`config.mk`:
```
export PLATFORM = sky130hd
export DESIGN_NAME = sec_encoder_pipe_flat
export DESIGN_NICKNAME = d
export VERILOG_FILES = /design/src/rtl/sec_pkg.sv /design/src/rtl/sec_encoder_pipe_if.sv /design/src/rtl/sec_chk_gen.sv /design/src/rtl/sec_encoder_pipe.sv /design/src/flat_wrapper.sv
export SDC_FILE = /design/constraint.sdc
export NUM_CORES = 1
export LEC_CHECK = 0
export ABC_AREA = 1
export CAP_MARGIN = 20
export CORE_MARGIN = 2
export CORE_UTILIZATION = 35
export CTS_CLUSTER_DIAMETER = 60
export DETAILED_ROUTE_END_ITERATION = 12
export HOLD_SLACK_MARGIN = 0.05
export PLACE_DENSITY_LB_ADDON = 0.08
export SLEW_MARGIN = 20
export SYNTH_ARGS = -nofsm -noshare
export SYNTH_HDL_FRONTEND = slang
export SYNTH_SLANG_ARGS = --single-unit
```
`constraint.sdc`:
```
create_clock -name clk -period 1.62 [get_ports clk]
set_input_delay 0.162 -clock clk [delete_from_list [all_inputs] [get_ports clk]]
set_output_delay 0.162 -clock clk [all_outputs]
set_load 0.005 [all_outputs]
```
`src/rtl/sec_pkg.sv`:
```
// sec_pkg: shared widths, codeword type and the SEC check-bit equations.
package sec_pkg;
    localparam int DATA_W = 32;
    localparam int CHK_W  = 8;
    localparam int CODE_W = 40;
    typedef struct packed {
        logic [DATA_W-1:0] data;
        logic [CHK_W-1:0]  chk;
    } code_t;
    function automatic logic [7:0] sec_q(input logic [31:0] d);
        logic [7:0] r;
        for (int k = 0; k < 8; k++) r[k] = ^d[4*k +: 4];
        return r;
    endfunction
    // col[3:0] covers d[15:0], col[7:4] covers d[31:16]
    function automatic logic [7:0] sec_col(input logic [31:0] d);
        logic [7:0] r;
        for (int j = 0; j < 4; j++) begin
            r[j]   = d[j] ^ d[j+4] ^ d[j+8] ^ d[j+12];
            r[j+4] = d[j+16] ^ d[j+20] ^ d[j+24] ^ d[j+28];
        end
        return r;
    endfunction
    function automatic logic [7:0] sec_fin(input logic [7:0] q, input logic [7:0] col);
        return col ^ {q[1]^q[3], q[0]^q[2], q[2]^q[3], q[0]^q[1],
                      q[5]^q[7], q[4]^q[6], q[6]^q[7], q[4]^q[5]};
    endfunction
    function automatic logic [7:0] sec_chk(input logic [31:0] d);
        return sec_fin(sec_q(d), sec_col(d));
    endfunction
endpackage

```
`src/rtl/sec_encoder_pipe_if.sv`:
```
// sec_encoder_pipe_if: input word and output codeword valid/ready streams.
interface sec_encoder_pipe_if;
    logic                         in_valid;
    logic                         in_ready;
    logic [sec_pkg::DATA_W-1:0]   in_data;
    logic [sec_pkg::CODE_W-1:0]   in_inj;
    logic                         out_valid;
    logic                         out_ready;
    logic [sec_pkg::DATA_W-1:0]   out_data;
    logic [sec_pkg::CHK_W-1:0]    out_chk;
    logic                         out_chk_en;
    modport slave (input in_valid, in_data, in_inj, out_ready,
                   output in_ready, out_valid, out_data, out_chk, out_chk_en);
    modport master (output in_valid, in_data, in_inj, out_ready,
                    input in_ready, out_valid, out_data, out_chk, out_chk_en);
endinterface

```
`src/rtl/sec_chk_gen.sv`:
```
// sec_chk_gen: check-bit logic split into a parity precompute half (before S1)
// and a final XOR half (between S1 and S2).
module sec_chk_gen
    import sec_pkg::*;
(
    input  logic [DATA_W-1:0] d,
    output logic [7:0]        q,
    output logic [7:0]        col,
    input  logic [7:0]        q_r,
    input  logic [7:0]        col_r,
    output logic [CHK_W-1:0]  c
);
    assign q   = sec_q(d);
    assign col = sec_col(d);
    assign c   = sec_fin(q_r, col_r);
endmodule

```
`src/rtl/sec_encoder_pipe.sv`:
```
// sec_encoder_pipe: two-stage SEC check-bit generator with optional fault injection.
module sec_encoder_pipe
    import sec_pkg::*;
#(
    parameter int CNT_W  = 16,
    parameter bit INJ_EN = 1
) (
    input  logic              clk,
    input  logic              rst_n,
    sec_encoder_pipe_if.slave bus,
    output logic [CNT_W-1:0]  word_cnt
);
    logic              s1_valid, ld2, acc;
    logic [DATA_W-1:0] s1_data;
    logic [CODE_W-1:0] s1_inj, inj;
    logic [7:0]        q, col, s1_q, s1_col;
    logic [CHK_W-1:0]  c;
    assign ld2            = !bus.out_valid || bus.out_ready;
    assign bus.in_ready   = !s1_valid || ld2;
    assign acc            = bus.in_valid && bus.in_ready;
    assign inj            = INJ_EN ? bus.in_inj : '0;
    assign bus.out_chk_en = bus.out_valid;
    sec_chk_gen u_gen (.d(bus.in_data), .q, .col, .q_r(s1_q), .col_r(s1_col), .c);
    // in_ready implies S1 is empty or draining, so a bubble may clear it
    always_ff @(posedge clk or negedge rst_n) begin
        if (!rst_n) begin
            s1_valid <= 1'b0;
            s1_data  <= '0;
            s1_inj   <= '0;
            s1_q     <= '0;
            s1_col   <= '0;
            word_cnt <= '0;
        end else begin
            if (bus.in_ready) s1_valid <= bus.in_valid;
            if (acc) begin
                s1_data  <= bus.in_data;
                s1_inj   <= inj;
                s1_q     <= q;
                s1_col   <= col;
                word_cnt <= word_cnt + 1'b1;
            end
        end
    end
    always_ff @(posedge clk or negedge rst_n) begin
        if (!rst_n) begin
            bus.out_valid <= 1'b0;
            bus.out_data  <= '0;
            bus.out_chk   <= '0;
        end else if (ld2) begin
            bus.out_valid <= s1_valid;
            if (s1_valid) begin
                bus.out_data <= s1_data ^ s1_inj[DATA_W-1:0];
                bus.out_chk  <= c ^ s1_inj[CODE_W-1:DATA_W];
            end
        end
    end
endmodule

```
`src/flat_wrapper.sv`:
```
// flat-port wrapper written by rule: the top's interface ports become plain ports
module sec_encoder_pipe_flat import sec_pkg::*;
#(
    parameter int CNT_W  = 16,
    parameter bit INJ_EN = 1
)
  (clk, rst_n, word_cnt, bus_in_valid, bus_in_data, bus_in_inj, bus_out_ready, bus_in_ready, bus_out_valid, bus_out_data, bus_out_chk, bus_out_chk_en);
  sec_encoder_pipe_if bus_i ();
  input  logic clk;
  input  logic rst_n;
  output logic [CNT_W-1:0] word_cnt;
  input wire logic [$bits(bus_i.in_valid)-1:0] bus_in_valid;
  input wire logic [$bits(bus_i.in_data)-1:0] bus_in_data;
  input wire logic [$bits(bus_i.in_inj)-1:0] bus_in_inj;
  input wire logic [$bits(bus_i.out_ready)-1:0] bus_out_ready;
  output wire logic [$bits(bus_i.in_ready)-1:0] bus_in_ready;
  output wire logic [$bits(bus_i.out_valid)-1:0] bus_out_valid;
  output wire logic [$bits(bus_i.out_data)-1:0] bus_out_data;
  output wire logic [$bits(bus_i.out_chk)-1:0] bus_out_chk;
  output wire logic [$bits(bus_i.out_chk_en)-1:0] bus_out_chk_en;
  assign bus_i.in_valid = bus_in_valid;
  assign bus_i.in_data = bus_in_data;
  assign bus_i.in_inj = bus_in_inj;
  assign bus_i.out_ready = bus_out_ready;
  assign bus_in_ready = bus_i.in_ready;
  assign bus_out_valid = bus_i.out_valid;
  assign bus_out_data = bus_i.out_data;
  assign bus_out_chk = bus_i.out_chk;
  assign bus_out_chk_en = bus_i.out_chk_en;
  sec_encoder_pipe #(.CNT_W(CNT_W), .INJ_EN(INJ_EN)) u_core (.clk(clk), .rst_n(rst_n), .bus(bus_i), .word_cnt(word_cnt));
endmodule
```
==> qor.yml <==
status: "finished clean"
die_h_um: 144
num_rows: 51
drive_above_1_share: 0.0665
start_util: 0.354
grt_pass1_wl_um: 27200
cp.required_ns: 1.46
setup_tns_ns: 0
cp_top_family: "buffers and inverters"
drcViolationCount: 0
viasPerCell: 4.30
yosys.area_share.adder: 0.00184
pre_cts_slack_ns: 0.0350
crit_path_cell_trace: "clkdlybuf4s50_1"
grt_util_all_layers: 0.171
drt.antenna.violating_nets: 0
globalplace.congestion: 0.766
r2r-end: "u_core.word_cnt[15]"
cts_tree: "done"
clk_latency_ns: 0.42
synth-xor-area-share: 0.110
area_growth_pct: 35.8
grt_max_degree: 49
synth_cell_type_count: 21
yosysTopAreaCellShare: 0.536
crit_slowest_cell: "clkdlybuf4s50_1"
crit_buf_inv: 1
synth_compound_area_frac: 0.0373
hold-worst-slack_ns: 0.238
most-common-layout-cells: "nand2_1 (353), dfrtp_1 (141), clkdlybuf4s50_1 (129), xnor2_1 (66), nor2_1 (55)"
synth-seq-cells: 146
finalCriticalPeriod_ns: 1.55
synth-simple-area-share: 0.262
synth_area_leaders: "dfrtp_1 (54%), nand2_1 (19%), xnor2_1 (8.5%)"
routed_wl_um: 16200
ys_seq_area_frac: 0.536
numCtsBuffers: 17
r2r_cells: 10
wl_per_cell_um: 13.0
synth_top_area_cell: "dfrtp_1"
timing.final.hold_violations: 0
num_vias: 5340
cts_max_path_buffers: 2
endpoint_kind: "output port"
die_x_um: 144
coreArea_um2: 19300
leakagePower_nw: 4.43
root_buffer: "clkbuf_16"
yosysWarnings: 0
skew_ns: 0.00673
clkTransAtPathRegs_ns: 0.06
rsz0062_at_grt: "false"
dpl.hpwl_um: 11600
slew_violations: 0
portBuffers: 134
fin_ws_ns: 0.0729
clkSinkCount: 146
cellPowerDensity_nw_per_um2: 1350
dr.pass1.iters: 4
layout_worst_path_cycle_share: 0.955
hp-class: "input port to async pin"
syn_area_um2: 6820
worstSetupStartpointType: "flop"
slew_headroom: 0.694
setup_viol: 0
worst_slew_pin_slew_ns: 0.458
drtIter0Drc: 250
reg2reg_from: "u_core.bus.out_chk_en"
vdd.ir_drop.worst_mv: 0.767
antenna_cells: 0
grt.overflow.total: 0
slowest_delay_ns: 0.54
synthMuxAreaShare: 0
avgSynthCellArea_um2: 8.34
grt_pass1_vias: 5363
reg2reg_slack_ns: 0.13
synth_nets: 894
worstPathArrival_ns: 1.39
fillCellCount: 1903
cts_htree_levels: 4
maxCapViolations: 0
antenna_found_initial: 0
design_area_um2: 9260
synth_cells: 817
layout.cells.most_common: "nand2_1"
criticalPathCategory: "flop to output port"
die_area_um2: 20600
synth_top_family_by_area: "simple AND/OR/NAND/NOR gates"
cp_max_fo: 5
dpl_cell_area_um2: 8630
nets: 1043
io_pins: 135
clock.fmax_mhz: 646
report_power, final:
group          switching, mW  total (mW)  internal (mW)
combinational           1.46        3.36           1.91
sequential             0.643        5.14           4.50
clock                   1.51        3.95           2.44
through the flow:
| stage | total power, mW | util | cells |
|---|---|---|---|
| 2_1_floorplan | 6.73 | - | 817 |
| 3_3_place_gp | 8.60 | 0.448 | 1209 |
| 3_5_place_dp | 8.61 | 0.448 | 1209 |
| 4_1_cts | 12.7 | 0.479 | 1243 |
| 5_1_grt | 13.3 | 0.480 | 1243 |
| 6_report | 12.5 | 0.480 | 1243 |
layout make-up:
class	instances	area, µm²	area share
clock buffer	20	447	0.0483
clock inverter	11	138	0.0149
inverter	54	204	0.0220
multi-input combinational	589	2820	0.304
sequential	146	3660	0.395
tap	265	332	0.0358
timing repair buffer	158	1660	0.179
per-layer routing:
layer / vias to the layer above / track usage / wire [µm]
met5: - / 0 / 0
met4: 0 / 0.0511 / 122
met3: 8 / 0.0397 / 633
met2: 104 / 0.270 / 7390
met1: 2431 / 0.234 / 8030
li1: 2797 / - / -
worst max-delay path by stage:
stage          depth (start not counted)  slack [ns]                   to                  start
2_1_floorplan                          8        0.32  u_core.word_cnt[10]     u_core.word_cnt[0]
3_3_place_gp                          10        0.05  u_core.word_cnt[15]          bus_out_ready
3_5_place_dp                          10        0.03  u_core.word_cnt[15]          bus_out_ready
4_1_cts                                2        0.02        bus_out_valid  u_core.bus.out_chk_en
5_1_grt                                1       0.008          word_cnt[1]     u_core.word_cnt[1]
6_report                               1        0.07          word_cnt[6]     u_core.word_cnt[6]
registers in the layout (all words and copies together) (netlist names):
register / count
u_core.bus.out_chk: 8
u_core.bus.out_data: 32
u_core.s1_q: 8
u_core.s1_col: 8
u_core.s1_data: 32
u_core.bus.out_chk_en: 1
u_core.word_cnt: 16
u_core.s1_inj: 40
u_core.s1_valid: 1
Yosys cell counts:
cell and n:
a21oi_2 1, nor2_1 55, xnor2_1 66, o21ai_1 9
nor2_2 2, ha_1 1, a21oi_1 40, inv_2 1
nand2_4 1, nand2_1 353, xor2_1 20, clkbuf_1 4
nand4_1 3, buf_4 7, nand3b_1 5, nand3_2 1
nand3_1 31, dfrtp_1 146, nor2_4 1, inv_1 53
buf_2 17
kinds of logic (layout without fill, tap and decap cells):
kind of cell             Yosys count  count (layout)
flip-flops                       146             146
AND/OR/NAND/NOR                  452             452
AO/OA/AOI/OAI                     50              50
adder cells (fa/ha/maj)            1               1
buffers and inverters             82             243
XOR/XNOR                          86              86
repair_timing:
| action | in CTS | in global routing |
|---|---|---|
| gates resized for setup | 1 | 9 |
| pin swaps | 1 | 0 |
| endpoints found under the hold margin | 42 | 0 |
| setup buffers | 2 | 0 |
| endpoints found under the setup margin | 3 | 8 |
| hold buffers | 1 | 0 |
No activity file was read; power rests on OpenSTA's default activity.
